<file path="config.mk">
export PLATFORM = sky130hd
export DESIGN_NAME = vga_timing_gen
export DESIGN_NICKNAME = d
export VERILOG_FILES = /design/src/rtl/vga_timing_gen.sv
export SDC_FILE = /design/constraint.sdc
export NUM_CORES = 1
export LEC_CHECK = 0
export BUFFER_PORTS_ARGS = -buffer_cell sky130_fd_sc_hd__buf_2
export CAP_MARGIN = 20
export CORE_UTILIZATION = 48
export DETAILED_ROUTE_END_ITERATION = 6
export GPL_TIMING_DRIVEN = 1
export PLACE_DENSITY = 0.8
export SYNTH_ARGS = -nofsm -noshare
export SYNTH_HDL_FRONTEND = slang
export SYNTH_SLANG_ARGS = --single-unit
</file>
<file path="constraint.sdc">
create_clock -name clk -period 1.8 [get_ports clk]
set_input_delay 0.36 -clock clk [delete_from_list [all_inputs] [get_ports clk]]
set_output_delay 0.36 -clock clk [all_outputs]
set_load 0.01 [all_outputs]
</file>
<file path="src/rtl/vga_timing_gen.sv">
`default_nettype none
// ============================================================================
// Module      : vga_timing_gen
// Description : VGA raster timing generator with pixel-rate counters, sync,
//               blank and frame-start decodes. Define VGA_PIPE_ALIGN_EN to
//               delay hsync/vsync/blank_n by one extra pixel period.
// Revision    : 1.0 - initial release
// ============================================================================
module vga_timing_gen #(
    parameter int H_ACTIVE = 640,
    parameter int H_FP     = 16,
    parameter int H_SYNC   = 96,
    parameter int H_BP     = 48,
    parameter int V_ACTIVE = 480,
    parameter int V_FP     = 10,
    parameter int V_SYNC   = 2,
    parameter int V_BP     = 33
) (
    input  logic        clk,
    input  logic        rst,
    output logic [31:0] next_x,
    output logic [31:0] next_y,
    output logic        vga_clk,
    output logic        hsync,
    output logic        vsync,
    output logic        blank_n,
    output logic        sync_n,
    output logic        frame_start
);

    localparam int H_TOTAL = H_ACTIVE + H_FP + H_SYNC + H_BP;
    localparam int V_TOTAL = V_ACTIVE + V_FP + V_SYNC + V_BP;

    localparam logic [9:0] H_LAST     = 10'(H_TOTAL - 1);
    localparam logic [9:0] V_LAST     = 10'(V_TOTAL - 1);
    localparam logic [9:0] H_VIS      = 10'(H_ACTIVE);
    localparam logic [9:0] V_VIS      = 10'(V_ACTIVE);
    localparam logic [9:0] HS_START   = 10'(H_ACTIVE + H_FP);
    localparam logic [9:0] HS_END     = 10'(H_ACTIVE + H_FP + H_SYNC);
    localparam logic [9:0] VS_START   = 10'(V_ACTIVE + V_FP);
    localparam logic [9:0] VS_END     = 10'(V_ACTIVE + V_FP + V_SYNC);

    logic       pix_en;
    logic [9:0] h_count;
    logic [9:0] v_count;

    logic hsync_dec;
    logic vsync_dec;
    logic blank_dec;
    logic fs_dec;

    logic hsync_q;
    logic vsync_q;
    logic blank_q;

    always_ff @(posedge clk or posedge rst) begin
        if (rst) begin
            pix_en  <= 1'b0;
            vga_clk <= 1'b0;
        end else begin
            pix_en  <= ~pix_en;
            vga_clk <= pix_en;
        end
    end

    always_ff @(posedge clk or posedge rst) begin
        if (rst) begin
            h_count <= 10'd0;
            v_count <= 10'd0;
        end else if (pix_en) begin
            if (h_count == H_LAST) begin
                h_count <= 10'd0;
                if (v_count == V_LAST) begin
                    v_count <= 10'd0;
                end else begin
                    v_count <= v_count + 10'd1;
                end
            end else begin
                h_count <= h_count + 10'd1;
            end
        end
    end

    // fs_dec marks only the first of the two clocks spent at (0,0)
    always_comb begin
        hsync_dec = 1'b1;
        vsync_dec = 1'b1;
        blank_dec = 1'b0;
        fs_dec    = 1'b0;
        if ((h_count >= HS_START) && (h_count < HS_END)) begin
            hsync_dec = 1'b0;
        end
        if ((v_count >= VS_START) && (v_count < VS_END)) begin
            vsync_dec = 1'b0;
        end
        if ((h_count < H_VIS) && (v_count < V_VIS)) begin
            blank_dec = 1'b1;
        end
        if ((h_count == 10'd0) && (v_count == 10'd0) && !pix_en) begin
            fs_dec = 1'b1;
        end
    end

    always_ff @(posedge clk or posedge rst) begin
        if (rst) begin
            hsync_q     <= 1'b1;
            vsync_q     <= 1'b1;
            blank_q     <= 1'b0;
            frame_start <= 1'b0;
        end else begin
            hsync_q     <= hsync_dec;
            vsync_q     <= vsync_dec;
            blank_q     <= blank_dec;
            frame_start <= fs_dec;
        end
    end

`ifdef VGA_PIPE_ALIGN_EN
    // Extra pixel period of delay to line up with the pixel memory read
    logic hsync_p1;
    logic vsync_p1;
    logic blank_p1;

    always_ff @(posedge clk or posedge rst) begin
        if (rst) begin
            hsync_p1 <= 1'b1;
            vsync_p1 <= 1'b1;
            blank_p1 <= 1'b0;
            hsync    <= 1'b1;
            vsync    <= 1'b1;
            blank_n  <= 1'b0;
        end else begin
            hsync_p1 <= hsync_q;
            vsync_p1 <= vsync_q;
            blank_p1 <= blank_q;
            hsync    <= hsync_p1;
            vsync    <= vsync_p1;
            blank_n  <= blank_p1;
        end
    end
`else
    assign hsync   = hsync_q;
    assign vsync   = vsync_q;
    assign blank_n = blank_q;
`endif

    assign next_x = {22'd0, h_count};
    assign next_y = {22'd0, v_count};
    assign sync_n = 1'b0;

endmodule
`default_nettype wire

</file>
Word level (Yosys, flattened, before mapping):

Cells that the tools add are included.

* register bits after elaboration: 26
* word-level logic and storage cells: 34
* output and inout bits: 70
* input port bits: 2

* order comparisons: 6
* bitwise logic cells: 1
* add/sub/neg operators: 2
* reductions and logical operators: 9
* equality and inequality tests: 2
* mux-type cells: 6

Operator list (number)
* adder 10 x 1 -> 10 bit (second input constant): 2
* == test 10 bit (second input constant): 2
* logical NOT 10 bit: 2
* less-than comparator 10 bit (second input constant): 2
* less-than comparator 10 x 9 -> 1 bit (second input constant): 2
* 2-to-1 mux 10 bit: 2
* greater-or-equal comparator 10 bit (second input constant): 1
* greater-or-equal comparator 10 x 9 -> 1 bit (second input constant): 1
* logical AND 1 bit: 5
* 2-to-1 mux 1 bit: 4
* AND reduction 2 bit: 1
* logical NOT 1 bit: 1
* NOT 1 bit: 1

Depth between registers and ports, before layout:

Gate-level depths: netlist of the first run.

* depth in word-level cells: 4
* gate-level depth with buffers: 6

Worst setup path before layout of the first run:

Ideal clock, no wire load.

* path type: reg2reg
* start point: reg h_count[1]
* end point: reg v_count[2]
* required time: 1.671 ns
* path slack: 0.056 ns
* clock period less this slack: 1.744 ns
* path buffers: 1
* stages on the path, launching flop included: 7
* arrival: 1.615 ns
* cell sequence: dfrtp_1 ha_1 nand4b_1 or4_4 buf_6 o21ai_0 o21ai_1

* word-level cells in the longest chain between the ends: 2

RTL lines
* from (decl): RTL line 44 `logic [9:0] h_count;`
* from (signal assigned): RTL line 79 `h_count <= h_count + 10'd1;`
* == test 10 bit: RTL line 71 `if (h_count == H_LAST) begin`
* AND reduction 2 bit (no source line)
* to (signal assigned): RTL line 76 `v_count <= v_count + 10'd1;`
* to (decl): RTL line 45 `logic [9:0] v_count;`

Every way passes these cells.
A chain may end at the register's enable or synchronous reset.

Worst setup path after layout of the first run:

* start point: reg h_count[1]
* end point: reg v_count[6]

The elaborated chain is that of the path after synthesis.

==> out/qor.txt, run 1 <==
STATUS
---------------------------------------------------------------------------------
Outcome ............................................................ finished, final reports clean

CRITICAL PATH
---------------------------------------------------------------------------------
Slowest library cell on the worst path ............................. sky130_fd_sc_hd__or4_4
Worst Setup End Kind ...............................................     register
Series of cell instances along the critical path ................... ha_4, nand4b_1, or4_4, nor2_4, a22o_1
CP Launch Type .....................................................     register
Category of the most critical setup path ...........................      reg2reg
Maximum cell stage delay along the critical path ...................      0.64 ns
Worst reg-to-reg setup slack .......................................      0.04 ns
Biggest fanout along the worst timing path .........................            7
Endpoint required time on the critical path ........................      2.08 ns
Signal arrival time at the worst endpoint ..........................      2.04 ns

LOGIC SYNTHESIS
---------------------------------------------------------------------------------
Predominant post-synthesis flop cell ............................... sky130_fd_sc_hd__dfrtp_1
Count of synthesis-stage warnings from yosys .......................            0
Top cell types by occurrence after synthesis ....................... 46 x sky130_fd_sc_hd__buf_4, 24 x sky130_fd_sc_hd__dfrtp_1, 12 x sky130_fd_sc_hd__nand2_1
Total of flip-flops plus latches after synthesis ...................           26
Post-Syn Instances .................................................          177
Most common cell in the synthesized netlist ........................ sky130_fd_sc_hd__buf_4
Sequential area share after synthesis ..............................        38.7%
Post-synth top area share ..........................................        35.6%
Average footprint of a synthesized cell ............................   9.54 sq um
Most area-consuming cells after synthesis .......................... sky130_fd_sc_hd__dfrtp_1 36%, sky130_fd_sc_hd__buf_4 20%, sky130_fd_sc_hd__ha_1 3.7%, sky130_fd_sc_hd__dfstp_2 3.1%, sky130_fd_sc_hd__o21ai_0 2.7%
Most area-hungry cell type in the Yosys netlist .................... sky130_fd_sc_hd__dfrtp_1
Post-synthesis async set-or-reset flop share .......................         100%
Post-Syn Area ...................................................... 0.00169 sq mm
Number of distinct library cells after synthesis ...................           44
Number of enable flip-flop cells after synthesis ...................            0

CTS
---------------------------------------------------------------------------------
CTS root buffer .................................................... sky130_fd_sc_hd__clkbuf_4
Clock tree from TritonCTS ..........................................          yes
Maximum buffer depth of the clock tree .............................            2
Sinks on the clock net .............................................           26
Clock latency at the later pin of the worst-skew pair ..............      0.33 ns
H-tree depth .......................................................            1
CTS clk-pin slew, worst paths ......................................      0.14 ns
Number of CTS-inserted buffers .....................................            3

STA
---------------------------------------------------------------------------------
Setup repair after global routing missed its margin ................         true
Fin. max-slew vios .................................................            0
Slack of the critical path .........................................    0.0366 ns
Final Critical Period ..............................................      1.76 ns
Number of setup violations in the final report .....................            0
Achievable Freq ....................................................    0.567 GHz
Fin Clk Skew .......................................................   0.00256 ns
Worst Hold Slack ...................................................    0.0515 ns
Final Hold Viols ...................................................            0
Period utilisation layout ..........................................        98.0%

WORST HOLD PATH
---------------------------------------------------------------------------------
Class of the most critical hold timing path ........................     in2async

POWER AND IR DROP
---------------------------------------------------------------------------------
Power density cells ................................................  505 mW/mm^2
Worst IR Drop VDD ..................................................       198 uV
Leakage component of the power .....................................     0.979 nW

DIE
---------------------------------------------------------------------------------
Die Y .............................................................. 61.3 microns
Die boundary width ................................................. 61.3 microns
Die Area ........................................................... 0.00376 sq mm
Initial standard-cell utilization of the core ......................        50.2%
Core area .......................................................... 0.00336 sq mm
Number of rows created at floorplan ................................           21
Number of primary I/O pins .........................................           72

GRT
---------------------------------------------------------------------------------
First-pass GRT wire length ......................................... 4750 microns
Initial antenna violation count ....................................            0
Overflow left after global routing .................................            0
Vias in the first global route .....................................         1033
Overall global routing resource usage ..............................        17.4%
Largest net degree at the start of global routing ..................           27

RUN
---------------------------------------------------------------------------------
Max-cap violations .................................................            0

FINAL LAYOUT
---------------------------------------------------------------------------------
Combined flip-flop and latch cell area .............................    653 sq um
Number of fillers in the final layout ..............................          328
Synthesis-to-layout area growth ....................................        10.3%
Number of nets in the final layout .................................          230
Ratio of cells with drive above 1 in the final layout ..............        27.0%
Area taken by multi-input logic gates ..............................    810 sq um
Number of diodes ...................................................            0

PLACED DESIGN
---------------------------------------------------------------------------------
Routability congestion estimate ....................................        0.884
Worst slack at placement ...........................................    0.0512 ns
Quantity of I/O buffers inserted on ports ..........................           26
Detailed placer's ending HPWL ...................................... 2240 microns

DRT
---------------------------------------------------------------------------------
Antenna-violating nets left ........................................            0
Number of optimization iterations in the first detailed-route pass .            4
DRC violations left ................................................            0
Detailed-route wire length ......................................... 3090 microns
Drt initial violations .............................................           53
Mean number of vias per cell .......................................         4.89
Average routed wire per standard cell .............................. 11.5 microns
Detailed-route via count ...........................................         1311

==> registers in the layout (all words and copies together), names as in the netlist <==
name         count
blank_n          1
h_count         10
vsync            1
v_count         10
vga_clk          1
pix_en           1
hsync            1
frame_start      1
==> what timing repair did <==
item | in CTS | in global routing
gates resized for setup | 0 | 4
endpoints found under the setup margin | 0 | 9
setup buffers | 0 | 2
hold buffers | 0 | 0
==> layer usage <==
layer  track usage [%]  routed length [microns]  vias to the layer above
li1                  -                        -                      609
met1              24.2                     1350                      615
met2              26.6                     1450                       80
met3              1.89                      210                        7
met4              9.09                       74                        0
met5                 0                        0                        -
==> critical path: cells and delay by family, from the launching register on <==
family	cells	cell delay (ns)
and+or+nand+nor	3	0.97
AOI/OAI and AO/OA	1	0.15
DFF	1	0.42
adders and majority gates	1	0.16
==> area by class of cell <==
cell class / count / share of cell area (%)
clock buffers: 4 / 1.95
inverters: 7 / 1.41
multi-input cells: 139 / 43.5
flip-flops and latches: 26 / 35.1
well taps: 46 / 3.09
repair buffers: 46 / 15.0
==> through the flow <==
step	TNS (ns)	utilization [%]	cell area (sq um)	total power, mW	cells
after CTS	0	54.4	1830	0.947	266
after detailed placement	0	53.3	1790	0.650	262
after global placement	0	53.3	1790	0.650	262
after floorplan	0	-	1850	0.717	221
after global routing	-0.512	55.4	1860	0.974	268
final	0	55.4	1860	0.940	268
==> power by group <==
| part | switching, mW | internal [mW] |
|---|---|---|
| clock | 0.176 | 0.124 |
| combinational | 0.0536 | 0.00237 |
| sequential | 0 | 0.584 |
| total | 0.229 | 0.711 |
==> cells by family (layout without fill, tap and decap cells) <==
| logic type | count (synthesis) | after routing | share of synthesized area, % |
|---|---|---|---|
| fa+ha+maj | 5 | 5 | 3.70 |
| flops | 26 | 26 | 38.7 |
| compound gates | 23 | 23 | 8.89 |
| other cells | 1 | 45 | 0.222 |
| simple gates | 57 | 57 | 19.5 |
| xor+xnor | 8 | 8 | 4.15 |
| buf+inv | 56 | 57 | 24.3 |
| mux | 1 | 1 | 0.593 |
==> cell usage in the layout, fill, tap and decap left out, drive strengths merged, types with 6 or more instances in the layout <==
master / instances
buf: 46
conb: 45
dfrtp: 24
nand2: 12
o21ai: 10
nand3: 7
inv: 7
nor2: 7
nand4: 6
and3: 6
==> final timing paths <==
| check | cells after the start | start | to |
|---|---|---|---|
| min in group clk | 1 | pix_en$_DFF_PP0_ | vga_clk$_DFF_PP0_ |
| worst min register to register | 1 | pix_en$_DFF_PP0_ | vga_clk$_DFF_PP0_ |
| worst max register to register | 5 | h_count[1]$_DFFE_PP0P_ | v_count[6]$_DFFE_PP0P_ |
| max in group asynchronous | 3 | rst | hsync$_DFF_PP1_ |
| worst min-delay path | 3 | rst | v_count[6]$_DFFE_PP0P_ |
| worst max-delay path | 5 | h_count[1]$_DFFE_PP0P_ | v_count[6]$_DFFE_PP0P_ |
No activity file was read; power rests on OpenSTA's default activity.
==> run 2: changes to the inputs <==
- CELL_PAD_IN_SITES_DETAIL_PLACEMENT: default -> 0
- CELL_PAD_IN_SITES_GLOBAL_PLACEMENT: default -> 2
- CORE_UTILIZATION: 48 -> 27
- PLACE_DENSITY: 0.8 -> default
- PLACE_DENSITY_LB_ADDON: default -> 0.1
==> run 2 against run 1 <==
Maximum frequency fell by 0.97%. Core utilization fell by 23 points. Register-to-register slack got worse by 0.02 ns. Worst hold slack improved by 0.49 ns. Final area rose by 3.8%. Total power rose by 2.3%. Critical path depth did not move. Count of clock-buffer cells in the layout fell by 1. Worst setup slack got worse by 0.017 ns.
==> out/qor.txt, run 2 (synthesis results as in run 1) <==
POWER AND IR DROP
---------------------------------------------------------------------------------
Proportion of total power due to net switching .....................        23.3%
Clock share of power ...............................................        33.1%
Power density cells ................................................  497 mW/mm^2
Proportion of power drawn by combinational gates ...................         6.1%
Switching Power ....................................................     0.224 mW
Internal Dissipation ...............................................     0.737 mW
Worst IR Drop VDD ..................................................       236 uV
Leakage component of the power .....................................     0.985 nW
Power share of the sequential group ................................        60.7%
Overall power after layout .........................................     0.961 mW

CRITICAL PATH
---------------------------------------------------------------------------------
Worst reg-to-reg setup slack .......................................      0.02 ns
Series of cell instances along the critical path ................... ha_4, nand4b_1, or4_4, nor2_4, a22o_1
Endpoint required time on the critical path ........................      2.00 ns
Slowest library cell on the worst path ............................. sky130_fd_sc_hd__or4_4
Signal arrival time at the worst endpoint ..........................      1.98 ns
Worst Setup End Kind ...............................................     register
Setup crit start ................................................... h_count[0]$_DFFE_PP0P_
R2r worst-path depth ...............................................            5
Biggest fanout along the worst timing path .........................            7
Category of the most critical setup path ...........................      reg2reg
CP Launch Type .....................................................     register
Maximum cell stage delay along the critical path ...................      0.67 ns
FF-to-FF Start ..................................................... h_count[0]$_DFFE_PP0P_
Reg-to-reg critical path endpoint .................................. v_count[6]$_DFFE_PP0P_

DRT
---------------------------------------------------------------------------------
Detailed-route via count ...........................................         1286
Average routed wire per standard cell .............................. 12.6 microns
DRC violations left ................................................            0
Number of optimization iterations in the first detailed-route pass .            4
Drt initial violations .............................................           53
Detailed-route wire length ......................................... 3730 microns
Antenna-violating nets left ........................................            0
Mean number of vias per cell .......................................         4.34

STA
---------------------------------------------------------------------------------
Fin Clk Skew .......................................................   0.00363 ns
Number of setup violations in the final report .....................            0
Setup repair after global routing missed its margin ................         true
Worst Hold Slack ...................................................     0.546 ns
Final Critical Period ..............................................      1.78 ns
Final Hold Viols ...................................................            0
Post-route setup TNS ...............................................         0 ns
Achievable Freq ....................................................    0.562 GHz
Period utilisation layout ..........................................        98.9%
Fin. max-slew vios .................................................            0
Slack of the critical path .........................................    0.0194 ns

FINAL LAYOUT
---------------------------------------------------------------------------------
Combined flip-flop and latch cell area .............................    653 sq um
Area taken by multi-input logic gates ..............................    832 sq um
Ratio of cells with drive above 1 in the final layout ..............        27.6%
Most used cells in the layout excluding fill and tap cells ......... 45 x sky130_fd_sc_hd__conb_1, 26 x sky130_fd_sc_hd__buf_2, 24 x sky130_fd_sc_hd__dfrtp_1
Number of fillers in the final layout ..............................          662
Most common cell after layout, fill and taps aside ................. sky130_fd_sc_hd__conb_1
Top flop regs ...................................................... h_count (10), v_count (10)
Core occupancy in the finished layout ..............................        32.3%
Synthesis-to-layout area growth ....................................        14.4%
Number of nets in the final layout .................................          230
Number of diodes ...................................................            0
Post-route cell area ............................................... 0.00193 sq mm
Count of non-filler cells in the finished layout ...................          296

CTS
---------------------------------------------------------------------------------
H-tree depth .......................................................            1
Clock tree from TritonCTS ..........................................          yes
Sinks on the clock net .............................................           26
CTS root buffer .................................................... sky130_fd_sc_hd__clkbuf_8
CTS clk-pin slew, worst paths ......................................      0.08 ns
Maximum buffer depth of the clock tree .............................            2
Clock latency at the later pin of the worst-skew pair ..............      0.26 ns
Number of CTS-inserted buffers .....................................            3
Number of setup buffers added after CTS ............................            0

GRT
---------------------------------------------------------------------------------
Layer with the highest usage after global routing ..................         met2
Global Route met2 Usage ............................................        21.8%
Overflow left after global routing .................................            0
Met1 usage .........................................................        15.8%
Largest net degree at the start of global routing ..................           22
Vias in the first global route .....................................         1242
Initial antenna violation count ....................................            0
First-pass GRT wire length ......................................... 6180 microns
Met3 track demand over resource in global routing ..................        1.91%
Overall global routing resource usage ..............................        12.5%

DIE
---------------------------------------------------------------------------------
Number of rows created at floorplan ................................           28
Die Area ........................................................... 0.00658 sq mm
Die boundary width ................................................. 81.1 microns
Initial standard-cell utilization of the core ......................        28.2%
Die Y .............................................................. 81.1 microns
Number of primary I/O pins .........................................           72
Core area .......................................................... 0.00599 sq mm

PLACED DESIGN
---------------------------------------------------------------------------------
Quantity of I/O buffers inserted on ports ..........................           26
Number of placed instances, taps included ..........................          292
Routability congestion estimate ....................................        0.756
Detailed placer's ending HPWL ...................................... 2910 microns
Total placed instance area ......................................... 0.00184 sq mm
Worst slack at placement ...........................................  -0.00601 ns

WORST HOLD PATH
---------------------------------------------------------------------------------
Class of the most critical hold timing path ........................     in2async

STATUS
---------------------------------------------------------------------------------
Outcome ............................................................ finished, final reports clean

RUN
---------------------------------------------------------------------------------
Max-cap violations .................................................            0

run 2: cell count changes in the layout (fill, tap and decap cells not counted), moves of 2 or more:
cell	previous run	this run
sky130_fd_sc_hd__buf_4	20	18
sky130_fd_sc_hd__o21ai_0	8	4
sky130_fd_sc_hd__clkbuf_4	3	0
sky130_fd_sc_hd__o21ai_1	2	5
sky130_fd_sc_hd__clkbuf_8	1	3
run 2: repair_timing:
item,4_1_cts,5_1_grt
resized for setup,1,12
hold buffers,1,0
endpoints found under the hold margin,2,0
pin swaps,0,11
setup endpoints to repair,1,11
run 2: area by class of cell:
class / count / area share [%]
clock buffer: 3 / 2.14
inverter: 7 / 1.36
multi-input combinational: 139 / 43.0
sequential: 26 / 33.8
tap: 75 / 4.85
timing repair buffer: 46 / 14.8
run 2: how the worst max path moves through the flow:
| stage | end | slack (ns) | depth (start not counted) |
|---|---|---|---|
| 2_1_floorplan | v_count[2]$_DFFE_PP0P_ | 0.06 | 6 |
| 3_3_place_gp | v_count[9]$_DFFE_PP0P_ | 0.05 | 6 |
| 3_5_place_dp | v_count[9]$_DFFE_PP0P_ | -0.006 | 6 |
| 4_1_cts | v_count[9]$_DFFE_PP0P_ | 0.03 | 6 |
| 5_1_grt | v_count[9]$_DFFE_PP0P_ | -0.09 | 6 |
| 6_report | v_count[6]$_DFFE_PP0P_ | 0.02 | 5 |
run 2: routing by layer:
layer,up-vias,wire [microns]
met5,-,0
met4,0,33
met3,4,202
met2,46,1890
met1,622,1600
li1,614,-
run 2: worst max-delay path, delay by kind of cell, from the launching register on:
family / cells / cell delay [ns]
AO/OA/AOI/OAI: 1 / 0.14
adder cells (fa/ha/maj): 1 / 0.16
flip-flops: 1 / 0.40
AND/OR/NAND/NOR: 3 / 1.01
run 2: power by group through the flow:
stage	clock (mW)	sequential (mW)	combinational [mW]
after global placement	0	0.595	0.0569
after detailed placement	0	0.595	0.0566
final	0.319	0.584	0.0591
after floorplan	0	0.595	0.122
after CTS	0.345	0.584	0.0583
after global routing	0.360	0.584	0.0696
